--- config.mk ---
export PLATFORM = sky130hd
export DESIGN_NAME = fetch_decode_controller_flat
export DESIGN_NICKNAME = d
export VERILOG_FILES = /design/src/rtl/fetch_decode_controller_if.sv /design/src/rtl/fetch_decode_controller.sv /design/src/flat_wrapper.sv
export SDC_FILE = /design/constraint.sdc
export NUM_CORES = 1
export LEC_CHECK = 0
export CAP_MARGIN = 10
export CORE_ASPECT_RATIO = 0.75
export CORE_MARGIN = 2
export CORE_UTILIZATION = 45
export DETAILED_ROUTE_END_ITERATION = 12
export PLACE_DENSITY = 0.7
export SLEW_MARGIN = 10
export SYNTH_ARGS = -nofsm -noshare
export SYNTH_HDL_FRONTEND = slang
export SYNTH_SLANG_ARGS = --single-unit
--- constraint.sdc ---
create_clock -name clk -period 6.4 [get_ports clk]
set_clock_uncertainty 0.15 [all_clocks]
set_input_delay 1.28 -clock clk [delete_from_list [all_inputs] [get_ports clk]]
set_output_delay 1.28 -clock clk [all_outputs]
set_load 0.01 [all_outputs]
--- src/rtl/fetch_decode_controller_if.sv ---
// Fetch/decode bus bundle: imem request/response, redirect, decode stall and the
// decode-stage outputs. The controller takes the master side; the core/imem take the slave side.
interface fetch_decode_controller_if;
  logic        imem_req_valid;
  logic [31:0] imem_req_addr;
  logic        imem_req_ready;
  logic        imem_resp_valid;
  logic [31:0] imem_resp_instr;
  logic        redirect_valid;
  logic [31:0] redirect_pc;
  logic        stall;
  logic        dec_valid;
  logic [31:0] dec_instr;
  logic [31:0] dec_pc;

  modport master (
    output imem_req_valid, imem_req_addr, dec_valid, dec_instr, dec_pc,
    input  imem_req_ready, imem_resp_valid, imem_resp_instr, redirect_valid, redirect_pc, stall
  );

  modport slave (
    input  imem_req_valid, imem_req_addr, dec_valid, dec_instr, dec_pc,
    output imem_req_ready, imem_resp_valid, imem_resp_instr, redirect_valid, redirect_pc, stall
  );
endinterface

--- src/rtl/fetch_decode_controller.sv ---
// Fetch/decode controller for the RV32 core.
// Issues PC-ordered imem requests (one outstanding at most), buffers returned words in a
// DEPTH-entry queue and presents {pc, instr} to the decoder. Redirects flush the queue and
// restart fetch at the new target; a response in flight at redirect time is discarded.
// Optional feature: define FETCH_BYPASS_EN to forward a response straight to the decode
// outputs when the queue is empty and decode is not stalled (0-cycle latency). Without it
// every word goes through the queue (1-cycle latency) and there is no imem_resp -> dec_* path.
module fetch_decode_controller #(
  parameter int unsigned DEPTH    = 2,
  parameter logic [31:0] RESET_PC = 32'h0000_0000
) (
  input logic clk,
  input logic reset,
  fetch_decode_controller_if.master bus
);

  localparam int unsigned PTR_W = $clog2(DEPTH);
  localparam int unsigned CNT_W = $clog2(DEPTH) + 1;
  localparam logic [31:0] NOP   = 32'h0000_0013;

  localparam logic [1:0] S_FETCH   = 2'd0;
  localparam logic [1:0] S_WAIT    = 2'd1;
  localparam logic [1:0] S_DISCARD = 2'd2;

  logic [1:0]       state;
  logic [31:0]      fetch_pc;
  logic [31:0]      req_pc;
  logic [31:0]      last_pc;
  logic [31:0]      pc_q    [DEPTH];
  logic [31:0]      instr_q [DEPTH];
  logic [PTR_W-1:0] head;
  logic [PTR_W-1:0] tail;
  logic [CNT_W-1:0] count;

  logic        q_nonempty;
  logic        q_room;
  logic        req_valid;
  logic        req_fire;
  logic        resp_take;
  logic        bypass;
  logic        push;
  logic        pop;
  logic        dec_valid;
  logic [31:0] dec_instr;
  logic [31:0] dec_pc;

  assign q_nonempty = (count != '0);
  assign q_room     = (count < CNT_W'(DEPTH));
  assign req_fire   = req_valid & bus.imem_req_ready;

  // A response is only usable in WAIT and when no redirect kills it in the same cycle.
  assign resp_take = ~reset & (state == S_WAIT) & bus.imem_resp_valid & ~bus.redirect_valid;

`ifdef FETCH_BYPASS_EN
  assign bypass = resp_take & ~q_nonempty & ~bus.stall;
`else
  assign bypass = 1'b0;
`endif

  assign push = resp_take & ~bypass;
  assign pop  = q_nonempty & ~bus.stall;

  // Request only from FETCH, with queue room, and never during reset or a redirect cycle.
  always_comb begin
    req_valid = ~reset & (state == S_FETCH) & q_room & ~bus.redirect_valid;
  end

  // Decode outputs: queue head if any, else the bypassed response, else a NOP holding the last PC.
  always_comb begin
    dec_valid = 1'b0;
    dec_instr = NOP;
    dec_pc    = last_pc;
    if (reset) begin
      dec_pc = '0;
    end else if (q_nonempty) begin
      dec_valid = 1'b1;
      dec_instr = instr_q[head];
      dec_pc    = pc_q[head];
    end
`ifdef FETCH_BYPASS_EN
    else if (bypass) begin
      dec_valid = 1'b1;
      dec_instr = bus.imem_resp_instr;
      dec_pc    = req_pc;
    end
`endif
  end

  assign bus.imem_req_valid = req_valid;
  assign bus.imem_req_addr  = fetch_pc;
  assign bus.dec_valid      = dec_valid;
  assign bus.dec_instr      = dec_instr;
  assign bus.dec_pc         = dec_pc;

  // Fetch FSM and PC tracking; a redirect always overrides the next fetch address.
  always_ff @(posedge clk) begin
    if (reset) begin
      state    <= S_FETCH;
      fetch_pc <= RESET_PC;
      req_pc   <= RESET_PC;
    end else begin
      case (state)
        S_FETCH: begin
          if (req_fire) begin
            req_pc   <= fetch_pc;
            fetch_pc <= fetch_pc + 32'd4;
            state    <= S_WAIT;
          end
        end
        S_WAIT: begin
          if (bus.imem_resp_valid)
            state <= S_FETCH;
          else if (bus.redirect_valid)
            state <= S_DISCARD;
        end
        S_DISCARD: begin
          if (bus.imem_resp_valid)
            state <= S_FETCH;
        end
        default: state <= S_FETCH;
      endcase
      if (bus.redirect_valid)
        fetch_pc <= bus.redirect_pc;
    end
  end

  // Queue pointers and occupancy; reset and redirect both empty the queue.
  always_ff @(posedge clk) begin
    if (reset || bus.redirect_valid) begin
      head  <= '0;
      tail  <= '0;
      count <= '0;
    end else begin
      if (push)
        tail <= tail + 1'b1;
      if (pop)
        head <= head + 1'b1;
      case ({push, pop})
        2'b10:   count <= count + 1'b1;
        2'b01:   count <= count - 1'b1;
        default: count <= count;
      endcase
    end
  end

  // Queue storage needs no reset: entries are only read while counted as valid.
  always_ff @(posedge clk) begin
    if (push && !reset && !bus.redirect_valid) begin
      pc_q[tail]    <= req_pc;
      instr_q[tail] <= bus.imem_resp_instr;
    end
  end

  // Remember the PC last shown to decode so it holds when the queue runs dry.
  always_ff @(posedge clk) begin
    if (reset)
      last_pc <= '0;
    else
      last_pc <= dec_pc;
  end

endmodule
--- src/flat_wrapper.sv ---
// flat-port wrapper written by rule: the top's interface ports become plain ports
module fetch_decode_controller_flat 
#(
  parameter int unsigned DEPTH    = 2,
  parameter logic [31:0] RESET_PC = 32'h0000_0000
)
  (clk, reset, bus_imem_req_valid, bus_imem_req_addr, bus_dec_valid, bus_dec_instr, bus_dec_pc, bus_imem_req_ready, bus_imem_resp_valid, bus_imem_resp_instr, bus_redirect_valid, bus_redirect_pc, bus_stall);
  fetch_decode_controller_if bus_i ();
  input logic clk;
  input logic reset;
  output wire logic [$bits(bus_i.imem_req_valid)-1:0] bus_imem_req_valid;
  output wire logic [$bits(bus_i.imem_req_addr)-1:0] bus_imem_req_addr;
  output wire logic [$bits(bus_i.dec_valid)-1:0] bus_dec_valid;
  output wire logic [$bits(bus_i.dec_instr)-1:0] bus_dec_instr;
  output wire logic [$bits(bus_i.dec_pc)-1:0] bus_dec_pc;
  input wire logic [$bits(bus_i.imem_req_ready)-1:0] bus_imem_req_ready;
  input wire logic [$bits(bus_i.imem_resp_valid)-1:0] bus_imem_resp_valid;
  input wire logic [$bits(bus_i.imem_resp_instr)-1:0] bus_imem_resp_instr;
  input wire logic [$bits(bus_i.redirect_valid)-1:0] bus_redirect_valid;
  input wire logic [$bits(bus_i.redirect_pc)-1:0] bus_redirect_pc;
  input wire logic [$bits(bus_i.stall)-1:0] bus_stall;
  assign bus_imem_req_valid = bus_i.imem_req_valid;
  assign bus_imem_req_addr = bus_i.imem_req_addr;
  assign bus_dec_valid = bus_i.dec_valid;
  assign bus_dec_instr = bus_i.dec_instr;
  assign bus_dec_pc = bus_i.dec_pc;
  assign bus_i.imem_req_ready = bus_imem_req_ready;
  assign bus_i.imem_resp_valid = bus_imem_resp_valid;
  assign bus_i.imem_resp_instr = bus_imem_resp_instr;
  assign bus_i.redirect_valid = bus_redirect_valid;
  assign bus_i.redirect_pc = bus_redirect_pc;
  assign bus_i.stall = bus_stall;
  fetch_decode_controller #(.DEPTH(DEPTH), .RESET_PC(RESET_PC)) u_core (.clk(clk), .reset(reset), .bus(bus_i));
endmodule
==> results of run 1 <==
-- how the worst min path moves through the flow --
stage / start / to / slack (ns) / cells past startpoint
4_1_cts: u_core.last_pc[16]$_SDFF_PP0_ / u_core.last_pc[16]$_SDFF_PP0_ / 0.30 / 2
6_report: u_core.last_pc[19]$_SDFF_PP0_ / u_core.last_pc[19]$_SDFF_PP0_ / 0.29 / 2
5_1_grt: u_core.req_pc[27]$_SDFFE_PP0P_ / u_core.pc_q[1][27]$_DFFE_PP_ / 0.31 / 0
3_3_place_gp: u_core.last_pc[8]$_SDFF_PP0_ / u_core.last_pc[8]$_SDFF_PP0_ / 0.27 / 2
3_5_place_dp: u_core.last_pc[14]$_SDFF_PP0_ / u_core.last_pc[14]$_SDFF_PP0_ / 0.28 / 2
2_1_floorplan: u_core.last_pc[0]$_SDFF_PP0_ / u_core.last_pc[0]$_SDFF_PP0_ / 0.26 / 2
-- through the flow --
step                      hold WS (ns)  cells
after global routing            0.3143   1193
final                           0.2889   1193
after global placement          0.2728   1152
after floorplan                 0.2646    768
after detailed placement        0.2815   1152
after CTS                       0.2952   1193
-- worst max-delay path, delay by kind of cell --
kind / cells / cell delay, ns
buf+inv: 2 / 1.37
simple gates: 2 / 0.83
-- kinds of logic after synthesis --
group	synth area share [%]
muxes	7.873
AOI/OAI and AO/OA	8.602
buffers and inverters	2.203
and+or+nand+nor	11.96
adders and majority gates	0.2806
xor gates and xnor gates	2.849
DFF	66.24
-- power breakdown --
part	leakage, nW	switching (mW)	internal [mW]
sequential	2.03	0.0317	1.58
clock	0.355	0.515	0.750
combinational	1.39	0.0705	0.0853
-- registers in the layout (all words and copies together), names as in the netlist, named ones only --
| register | count |
|---|---|
| u_core.instr_q | 64 |
| u_core.pc_q | 64 |
| u_core.bus.imem_req_addr | 32 |
| u_core.last_pc | 32 |
| u_core.req_pc | 32 |
| u_core.count | 2 |
| u_core.state | 2 |
| u_core.head | 1 |
| u_core.tail | 1 |
-- layer usage --
layer | up-vias | share of wire, % | wire (um) | track usage (%)
met5 | - | 0 | 0 | 0
met4 | 0 | 1.8 | 350 | 4.412
met3 | 30 | 8.9 | 1703 | 4.525
met2 | 244 | 40 | 7583 | 25.64
met1 | 2871 | 50 | 9546 | 28.49
li1 | 3062 | - | - | -
-- cell type report --
| cell class | instances | area, sq um |
|---|---|---|
| Inverter | 6 | 22.52 |
| Clock inverter | 6 | 55.05 |
| Clock buffer | 35 | 660.6 |
| Timing Repair Buffer | 177 | 1742 |
| Multi-Input combinational cell | 485 | 2845 |
| Tap cell | 253 | 316.6 |
| Sequential cell | 231 | 5909 |
| Fill cell | 1582 | 7828 |
-- synth_stat cells, types with 2 or more instances --
cell and n:
clkbuf_1 38, nor2_1 69, a211oi_1 10, dfxtp_1 103, and2_1 6, o22ai_1 6
a31oi_1 5, xnor2_1 10, a311oi_1 2, a32oi_1 2, nor4_1 4, nand4_1 15
nand2_1 115, and3_1 4, ha_1 2, xor2_1 19, nor3_1 6, mux2i_1 69
inv_1 6, buf_1 7, or2_2 2, or3_1 2, a21oi_1 44, o21ai_0 68
edfxtp_1 128, nand3_1 13
==> metrics list, run 1 <==
- Pwr dens: 262.5 nW/um^2
- Buffers placed on the I/O ports in this run total 167.
- The min-delay analysis places its worst path in the category reg2reg.
- Core Region: 19380 sq um
- Clock tree synthesis found a total of 231 sinks.
- Top cells by area, synth: edfxtp_1 (43%), dfxtp_1 (23%), mux2i_1 (7.7%)
* Cell count after synthesis: 768
- Pin count of the biggest net entering global routing: 75
- Number of setup violations in the final report: 0
- Nets in the synthesized netlist: 840
- Number of global-route vias before repair: 5829
- Antenna-violating nets left: 0
* Unrepaired setup endpoints after global routing: false
- Floorplan die height: 125.9 um
- Final period demand of the worst path: 4.909 ns
- During synthesis, Yosys emitted a total of 0 warnings.
- Average wire per standard cell: 16.08 um
* Number of top-level design ports: 168
- The share of synthesized area in the top cell type comes to 43.11%.
* Master of the slowest instance on the critical path: clkdlybuf4s50_1
- Synthesized area divided by synthesized cell count: 11.61 sq um
- Endpoint arrival time on the critical path: 3.48 ns
- After synthesis the cells add up to 8916 sq um.
- In the routed design, unresolved DRC markers number 0.
- The first detailed-routing pass took 5 iterations.
- Area of the die: 20970 sq um
- Setup slack on the worst reg-to-reg path comes out at 3.68 ns.
- Setup repair bufs after CTS: 0
* Most common cell after layout, fill and taps aside: clkdlybuf4s50_1
- Adding up every negative setup slack in the final design gives 0 ns.
- Worst Setup End Kind: primary output
- Sequential cell area fraction in the yosys report: 66.24%
- The endpoint identified for the worst register-to-register timing path is u_core.bus.imem_req_addr[24]$_SDFFE_PP0P_.
- Counting flops with an async set or reset pin after synthesis yields a share of 0%.
- Cell count of the worst reg-to-reg path: 6
* Highest-count cells in the layout ignoring fill and taps: clkdlybuf4s50_1 (166), edfxtp_1 (128), nand2_1 (115), dfxtp_1 (102), mux2i_1 (69)
- The final layout contains routed wiring with a total length of 19.18 mm.
* Seq cells post-synth: 231
* CP max stage delay: 0.78 ns
- The tool flagged a number of max-cap violations equal to 0.
- Peak supply drop: 156.4 uV
- After clock tree synthesis, the clock-pin slew on the worst setup and hold paths is 0.06 ns.
- Pleak: 3.773 nW
- Max Slew Vio Count: 0
- The largest total area in the synthesized netlist belongs to edfxtp_1.
- Quantity of hold-fixing buffers added after cts: 0
* HPWL after DPL: 12.54 mm
- Global routing finished with a remaining overflow of 0.
* Wire length of the first global-routing pass: 31.11 mm
- The most used flip-flop cell after synthesis is edfxtp_1.
- First-iteration detailed-routing DRC count: 540
- Summing all placed instances gives a cell area of 10830 sq um.
- By startpoint and endpoint, the worst setup path is classified as in2out.
- In this run the worst path has a maximum fanout of 20.
- Total inserted antenna cells: 0
* CP startpoint: bus_redirect_valid
* Most frequent cell on the critical path: clkdlybuf4s50_1
- Data required time at the worst endpoint: 4.97 ns
* CP endpoint: bus_imem_req_valid
- The worst setup path is launched from an input pin.
* Routed via count: 6207
- Average vias per placed instance: 5.203
* Growth of design area from synthesis to finish: 29.55%
* Final Wtd Congestion: 0.8584
* Final clock period utilization by the worst path: 76.71%
* Fraction of final layout cells sized beyond drive strength 1: 5.957%
- After layout, the design draws a total of 3.032 mW.
- At the pin with the least slew margin, the transition time is 1.126 ns.
* Final Net Count: 996
- Once the floorplan was initialized, standard cells occupied 46.01% of the core.
- The die is 166.5 um wide.
- The flow ran to the end, and the final reports show no timing, DRC or antenna violations.
* Series of cell instances along the critical path: clkdlybuf4s50_1, or2_2, nor4_1, clkdlybuf4s50_1
* Cell variety after synth: 39
- Maximum achievable frequency: 203.7 MHz
- No sink is reached through more buffers than the 3 on the longest clock path.
- Post-CTS repair changed the size of 0 cells.
- Number of hold violations in the final report: 0
- Fraction of the core area covered by cells at the end of the flow: 59.61%
- The tree is rooted in a clkbuf_16.
- Number of placement rows: 44
- The initial antenna violation count is 0.
- Counting the buffers created by CTS gives 23.
- Before CTS, the worst setup slack after placement is 1.545 ns.
- TritonCTS built the clock tree.
- Rel. slew slack: 24.27%
- The finished cells cover 11550 sq um.
- Global routing consumed, over all layers together, 18.32% of the routing resources.
* Number of enable-type register cells in the synthesized netlist: 128
- The startpoint identified for the worst register-to-register timing path is u_core.bus.imem_req_addr[2]$_SDFFE_PP0P_.
* H-tree depth: 1
- Final setup slack of the worst path: 1.491 ns
* Clock network latency to the later pin of the worst-skew pair: 0.50 ns
Power figures use the tool's default switching activity.
==> run 2: changes to the inputs <==
- clock period: 6.4 -> 4.7 ns (I/O delays scaled with it)
==> run 2 against run 1 <==
  * Non-clock buffer count rose by 2
  * Worst hold slack gained 0.0024 ns
  * Critical path depth rose by 2
  * Global-route usage grew 1.3 points
  * Via count is 1.3% higher
  * Power up 45%
  * Die area stayed put
  * Sequential cell count did not move
  * Cell count up 0.42%
  * Clock-buffer cell count shrank 5
  * Cell area up 1.4%
  * Highest routed layer unchanged
==> metrics list, run 2 (same netlist as run 1, synthesis figures left out) <==
- Outcome: finished, final reports clean (unchanged)
- Routed via count: 6289 (was 6207)
* Number of optimization iterations in the first detailed-route pass: 5 (unchanged)
* Max Slew Vio Count: 0 (unchanged)
- The worst path required time was 3.61 ns (was 4.97 ns).
- Highest-count cells in the layout ignoring fill and taps: clkdlybuf4s50_1 (166), edfxtp_1 (128), nand2_1 (115), dfxtp_1 (102), mux2i_1 (69) (unchanged)
- HPWL after DPL: 13.53 mm (was 12.54 mm)
- Number of global-route vias before repair: 5940 (was 5829)
* Final clock period utilization by the worst path: 89.18%
- Clock network latency to the later pin of the worst-skew pair: 0.51 ns (was 0.50 ns)
* Growth of design area from synthesis to finish: 31.32% (was 29.55%)
* Pleak: 3.828 nW (was 3.773 nW)
- Master of the slowest instance on the critical path: buf_4 (was clkdlybuf4s50_1)
- Based on the critical path, the design can be clocked at up to 238.6 MHz.
- The type of destination of the critical path is a primary output (unchanged).
- The effective utilization at floorplan is 46.01% (unchanged).
- The launching point of the worst reg2reg path is u_core.bus.imem_req_addr[13]$_SDFFE_PP0P_ (was u_core.bus.imem_req_addr[2]$_SDFFE_PP0P_).
* Type of the most critical hold path: reg2reg (unchanged)
* Number of placement rows: 44 (unchanged)
- The number of port buffers came to 167 (unchanged).
- Number of setup violations in the final report: 0 (unchanged)
* Unrepaired setup endpoints after global routing: false (unchanged)
- Most common cell after layout, fill and taps aside: clkdlybuf4s50_1 (unchanged)
- Antenna violations before repair: 0 (unchanged)
- The worst hold-check slack is 0.2913 ns (was 0.2889 ns).
- Pwr dens: 374.6 nW/um^2 (was 262.5 nW/um^2)
- Pin count of the biggest net entering global routing: 65 (was 75)
- Endpoint arrival time on the critical path: 3.10 ns (was 3.48 ns)
- Rel. slew slack: 29.33% (was 24.27%)
* Wire length of the first global-routing pass: 32.91 mm (was 31.11 mm)
* Fraction of final layout cells sized beyond drive strength 1: 6.667% (was 5.957%)
- The kind of start point of the critical path is an input pin (unchanged).
- The kind of critical path was in2out (unchanged).
- CP max stage delay: 0.54 ns (was 0.78 ns)
- H-tree depth: 1 (unchanged)
- Biggest registers after layout: u_core.instr_q (64), u_core.pc_q (64) (unchanged).
- The floorplan die area is 20970 sq um (unchanged).
- The DRC violation total after the first TritonRoute iteration was 587 (was 540).
- The biggest fanout along the worst timing path is 62 (was 20).
- For the finished layout, the period the worst path requires is 4.192 ns.
- The sum of overflow across all layers after global routing came to 0 (unchanged).
- Buffer cell driving the clock tree root: clkbuf_16 (unchanged)
* Number of hold violations in the final report: 0 (unchanged)
- Number of maximum-capacitance constraint violations: 0 (unchanged)
- The detailed-route wire length came to 20.57 mm (was 19.18 mm).
- Global router's overall resource usage: 19.59% (was 18.32%)
- CP startpoint: reset (was bus_redirect_valid)
* CTS tree: done (unchanged)
* Average wire per standard cell: 17.17 um (was 16.08 um)
- Fill cell instance count of the final layout: 1580 (was 1582)
- Clk sinks: 231 (unchanged)
- The count of antenna diodes in the layout was 0 (unchanged).
* Final routed DRC violation total: 0 (unchanged)
- The number of antenna-violating nets in the routed design is 0 (unchanged).
- Min-delay src: u_core.last_pc[27]$_SDFF_PP0_ (was u_core.last_pc[19]$_SDFF_PP0_)
* Final Net Count: 999 (was 996)
* Final Wtd Congestion: 0.8518 (was 0.8584)
- Setup repair bufs after CTS: 0 (unchanged)
- Series of cell instances along the critical path: buf_2, or2_2, buf_4, inv_1, nand2_1, clkdlybuf4s50_1 (was clkdlybuf4s50_1, or2_2, nor4_1, clkdlybuf4s50_1).
- Power Total: 4.386 mW (was 3.032 mW)
- The cell area after placement was 10870 sq um (was 10830 sq um).
* Sum of negative setup slack: 0 ns (unchanged)
- The area of all placed cells without fillers came to 11710 sq um (was 11550 sq um).
- The actual transition at the worst max-transition pin is 1.050 ns (was 1.126 ns).
- The post-cts repair resize count came to 0 (unchanged).
* Die outline width: 166.5 um (unchanged)
- The clock-pin slew on the worst setup and hold paths is 0.06 ns (about the same).
* Peak supply drop: 192.9 uV (was 156.4 uV)
* Num CTS Buffers: 24 (was 23)
- The height of the chip was 125.9 um (unchanged).
- The core area is 19380 sq um (unchanged).
* Average vias per placed instance: 5.250 (was 5.203)
- The number of hold buffers added after CTS is 0 (unchanged).
- Maximum buffer depth of the clock tree: 3 (unchanged)
- The number of primary I/O pins came to 168 (unchanged).
[run 2: cell count changes in the layout (fill, tap and decap cells not counted), sizes merged]
cell | before | now
clkbuf | 35 | 30
clkinvlp | 0 | 4
bufinv | 1 | 4
buf | 11 | 13
inv | 6 | 7
[run 2: critical path: cells and delay by family]
family	cells	cell delay [ns]
and+or+nand+nor	2	0.63
buffers and inverters	4	1.48
[run 2: cell type report]
| cell class | instances | area (sq um) | share of cell area, % |
|---|---|---|---|
| Multi-Input combinational cell | 485 | 2843 | 24.28 |
| Inverter | 6 | 22.52 | 0.1923 |
| Tap cell | 253 | 316.6 | 2.704 |
| Sequential cell | 231 | 5909 | 50.47 |
| Clock inverter | 14 | 181.4 | 1.549 |
| Clock buffer | 30 | 654.4 | 5.589 |
| Timing Repair Buffer | 179 | 1782 | 15.22 |
[run 2: per-stage QoR]
stage               setup WS (ns)  instances  util [%]
detailed placement         0.5009       1154     56.11
global route               0.3029       1198     60.42
global placement           0.5398       1154     56.11
floorplan                 -0.4219        768         -
finish                     0.5083       1198     60.42
CTS                        0.4992       1198     60.42
[run 2: power by group]
group / leakage (nW) / internal [mW] / switching [mW]
Combinational: 1.40 / 0.117 / 0.0983
Clock: 0.397 / 1.21 / 0.767
Sequential: 2.03 / 2.15 / 0.0429
[run 2: final timing paths]
kind	slack (ns)	end	cells after the start
setup reg to reg	2.03	u_core.bus.imem_req_addr[24]$_SDFFE_PP0P_	5
hold / removal	0.29	u_core.last_pc[27]$_SDFF_PP0_	2
setup / recovery	0.51	bus_dec_instr[4]	6
hold reg to reg	0.29	u_core.last_pc[27]$_SDFF_PP0_	2
[run 2: metal layers]
metal  part of all wire, %  up-vias  global-route usage, %
met1                    52     2935                  32.38
met2                    39      261                  26.20
met4                   1.2        0                  3.651
met5                     0        -                      0
li1                      -     3070                      -
met3                   7.7       23                  4.180
==> run 3: changes to the inputs <==
- clock period: 4.7 -> 5.19 ns (I/O delays scaled with it)
==> run 3 against run 2 <==
  * Sequential power down 9.1%
  * Die area unchanged
  * Sequential cell count unchanged
  * Register-to-register slack gained 0.42 ns
  * Worst setup slack better by 0.54 ns
  * Power shrank 12%
  * Largest power group unchanged
==> metrics list, run 3 (same netlist as run 1, synthesis figures left out) <==
- Class of the most critical setup path: in2out (unchanged)
- The placed wire-length estimate after detailed placement came to 13.33 mm (was 13.53 mm).
- The number of max-slew violations in the final report came to 0 (unchanged).
- Final Net Count: 999 (unchanged)
* CTS tree: done (unchanged)
- After layout, the worst path uses 79.85% of the clock period.
* Post-route cell area: 11650 sq um (was 11710 sq um)
* Antenna-violating nets left: 0 (unchanged)
- The via count came to 6309 (was 6289).
- The actual transition at the worst max-transition pin is 1.092 ns (was 1.050 ns).
- The worst path required time is 4.00 ns (was 3.61 ns).
- The number of post-CTS setup repair buffers is 0 (unchanged).
- The first-pass GRT wire length was 32.14 mm (was 32.91 mm).
* Floorplan die height: 125.9 um (unchanged)
* Clk sinks: 231 (unchanged)
- The synthesis-to-finish area growth was 30.68% (was 31.32%).
- The static leakage power is 3.827 nW (was 3.828 nW).
- The number of hold buffers added after CTS was 0 (unchanged).
- Unrepaired setup endpoints after global routing: false (unchanged).
- Crit-path max FO: 20 (was 62)
- Final routed DRC violation total: 0 (unchanged)
- Antenna violations before repair: 0 (unchanged)
- The final standard cell count with taps included and fillers excluded was 1197 (was 1198).
* Number of setup violations in the final report: 0 (unchanged)
- Port bufs: 167 (unchanged)
* Worst-case setup slack after placement: 1.024 ns (was 0.5009 ns)
* Pwr dens: 332.4 nW/um^2 (was 374.6 nW/um^2)
- The number of primary I/O pins is 168 (unchanged).
- Total inserted antenna cells: 0 (unchanged)
- Final Wtd Congestion: 0.8496 (was 0.8518)
* Area of the die: 20970 sq um (unchanged)
* Die outline width: 166.5 um (unchanged)
- Crit start category: input pin (unchanged)
* Number of hold violations in the final report: 0 (unchanged)
* Worst Setup End Kind: primary output (unchanged)
- Endpoint arrival time on the critical path: 2.96 ns (was 3.10 ns)
- The sum of overflow across all layers after global routing is 0 (unchanged).
* Fraction of final layout cells sized beyond drive strength 1: 6.992% (was 6.667%)
- Placed insts: 1155 (was 1154)
- Number of maximum-capacitance constraint violations: 0 (unchanged)
* Maximum achievable frequency: 241.3 MHz
- Core Region: 19380 sq um (unchanged)
- Pin count of the biggest net entering global routing: 95 (was 65)
* Most common cell after layout, fill and taps aside: clkdlybuf4s50_1 (unchanged)
- The clock-pin slew on the worst setup and hold paths was 0.06 ns (about the same).
* Peak supply drop: 192.8 uV (was 192.9 uV)
* Initial core utilization: 46.01% (unchanged)
* Outcome: finished, final reports clean (unchanged)
* Number of optimization iterations in the first detailed-route pass: 5 (unchanged)
- Power Total: 3.872 mW (was 4.386 mW)
- The worst hold-check path type was reg2reg (unchanged).
- Final period demand of the worst path: 4.144 ns
* Cell Area, Placed: 10870 sq um (about the same)
- The row count came to 44 (unchanged).
- Num CTS Buffers: 23 (was 24)
- H-tree depth: 1 (unchanged)
- Final setup slack of the worst path: 1.046 ns (was 0.5083 ns)
- The detailed-route vias per instance is 5.271 (was 5.250).
- Biggest registers after layout: u_core.instr_q (64), u_core.pc_q (64) (unchanged)
- The global-route usage over all layers came to 19.14% (was 19.59%).
* Average wire per standard cell: 16.81 um (was 17.17 um)
* First-iteration detailed-routing DRC count: 510 (was 587)
- Fraction of the core area covered by cells at the end of the flow: 60.12% (was 60.42%)
* Resized Gates After CTS: 0 (unchanged)
- Maximum buffer depth of the clock tree: 3 (unchanged)
* Rel. slew slack: 26.51% (was 29.33%)
- Buffer cell driving the clock tree root: clkbuf_16 (unchanged)
* Number of global-route vias before repair: 5862 (was 5940)
- The detailed-route wire length came to 20.12 mm (was 20.57 mm).
- Highest-count cells in the layout ignoring fill and taps: clkdlybuf4s50_1 (166), edfxtp_1 (128), nand2_1 (115), dfxtp_1 (102), mux2i_1 (69) (unchanged)
* Clock network latency to the later pin of the worst-skew pair: 0.51 ns (about the same)
[run 3: critical path, stage by stage]
cell and delay (ns):
clkdlybuf4s50_1 0.39, buf_4 0.20, or2_2 0.45, nor4_1 0.27
clkdlybuf4s50_1 0.60
[run 3: final cells by class]
| cell class | count | area (sq um) |
|---|---|---|
| Fill cell | 1603 | 7727 |
| Sequential cell | 231 | 5909 |
| Multi-Input combinational cell | 485 | 2843 |
| Timing Repair Buffer | 180 | 1777 |
| Clock buffer | 28 | 624.3 |
| Tap cell | 253 | 316.6 |
| Clock inverter | 14 | 158.9 |
| Inverter | 6 | 22.52 |
[run 3: path summary, 6_finish.rpt]
kind / slack, ns / depth (start not counted) / start / end
setup / recovery: 1.05 / 5 / bus_redirect_valid / bus_imem_req_valid
hold / removal: 0.29 / 2 / u_core.last_pc[8]$_SDFF_PP0_ / u_core.last_pc[8]$_SDFF_PP0_
hold reg to reg: 0.29 / 2 / u_core.last_pc[8]$_SDFF_PP0_ / u_core.last_pc[8]$_SDFF_PP0_
setup reg to reg: 2.45 / 5 / u_core.bus.imem_req_addr[13]$_SDFFE_PP0P_ / u_core.bus.imem_req_addr[22]$_SDFFE_PP0P_
[run 3: layer usage]
layer  up-vias  wire (um)  GRT usage (%)  part of all wire, %
met4         0        288          4.361                  1.4
met2       267       7971          26.13                   40
met5         -          0              0                    0
li1       3075          -              -                    -
met3        24       1672          4.400                  8.3
met1      2943      10190          30.66                   51
[run 3: power breakdown]
group          internal, mW  switching [mW]  total [mW]
sequential             1.95          0.0401        1.99
clock                  1.01           0.679        1.69
combinational         0.106          0.0878       0.193
[run 3: metrics by stage]
stage | hold WS, ns | TNS [ns]
after floorplan | 0.2646 | -3.822
after global placement | 0.2741 | 0
after detailed placement | 0.2822 | 0
after CTS | 0.2965 | 0
after global routing | 0.3095 | 0
final | 0.2938 | 0
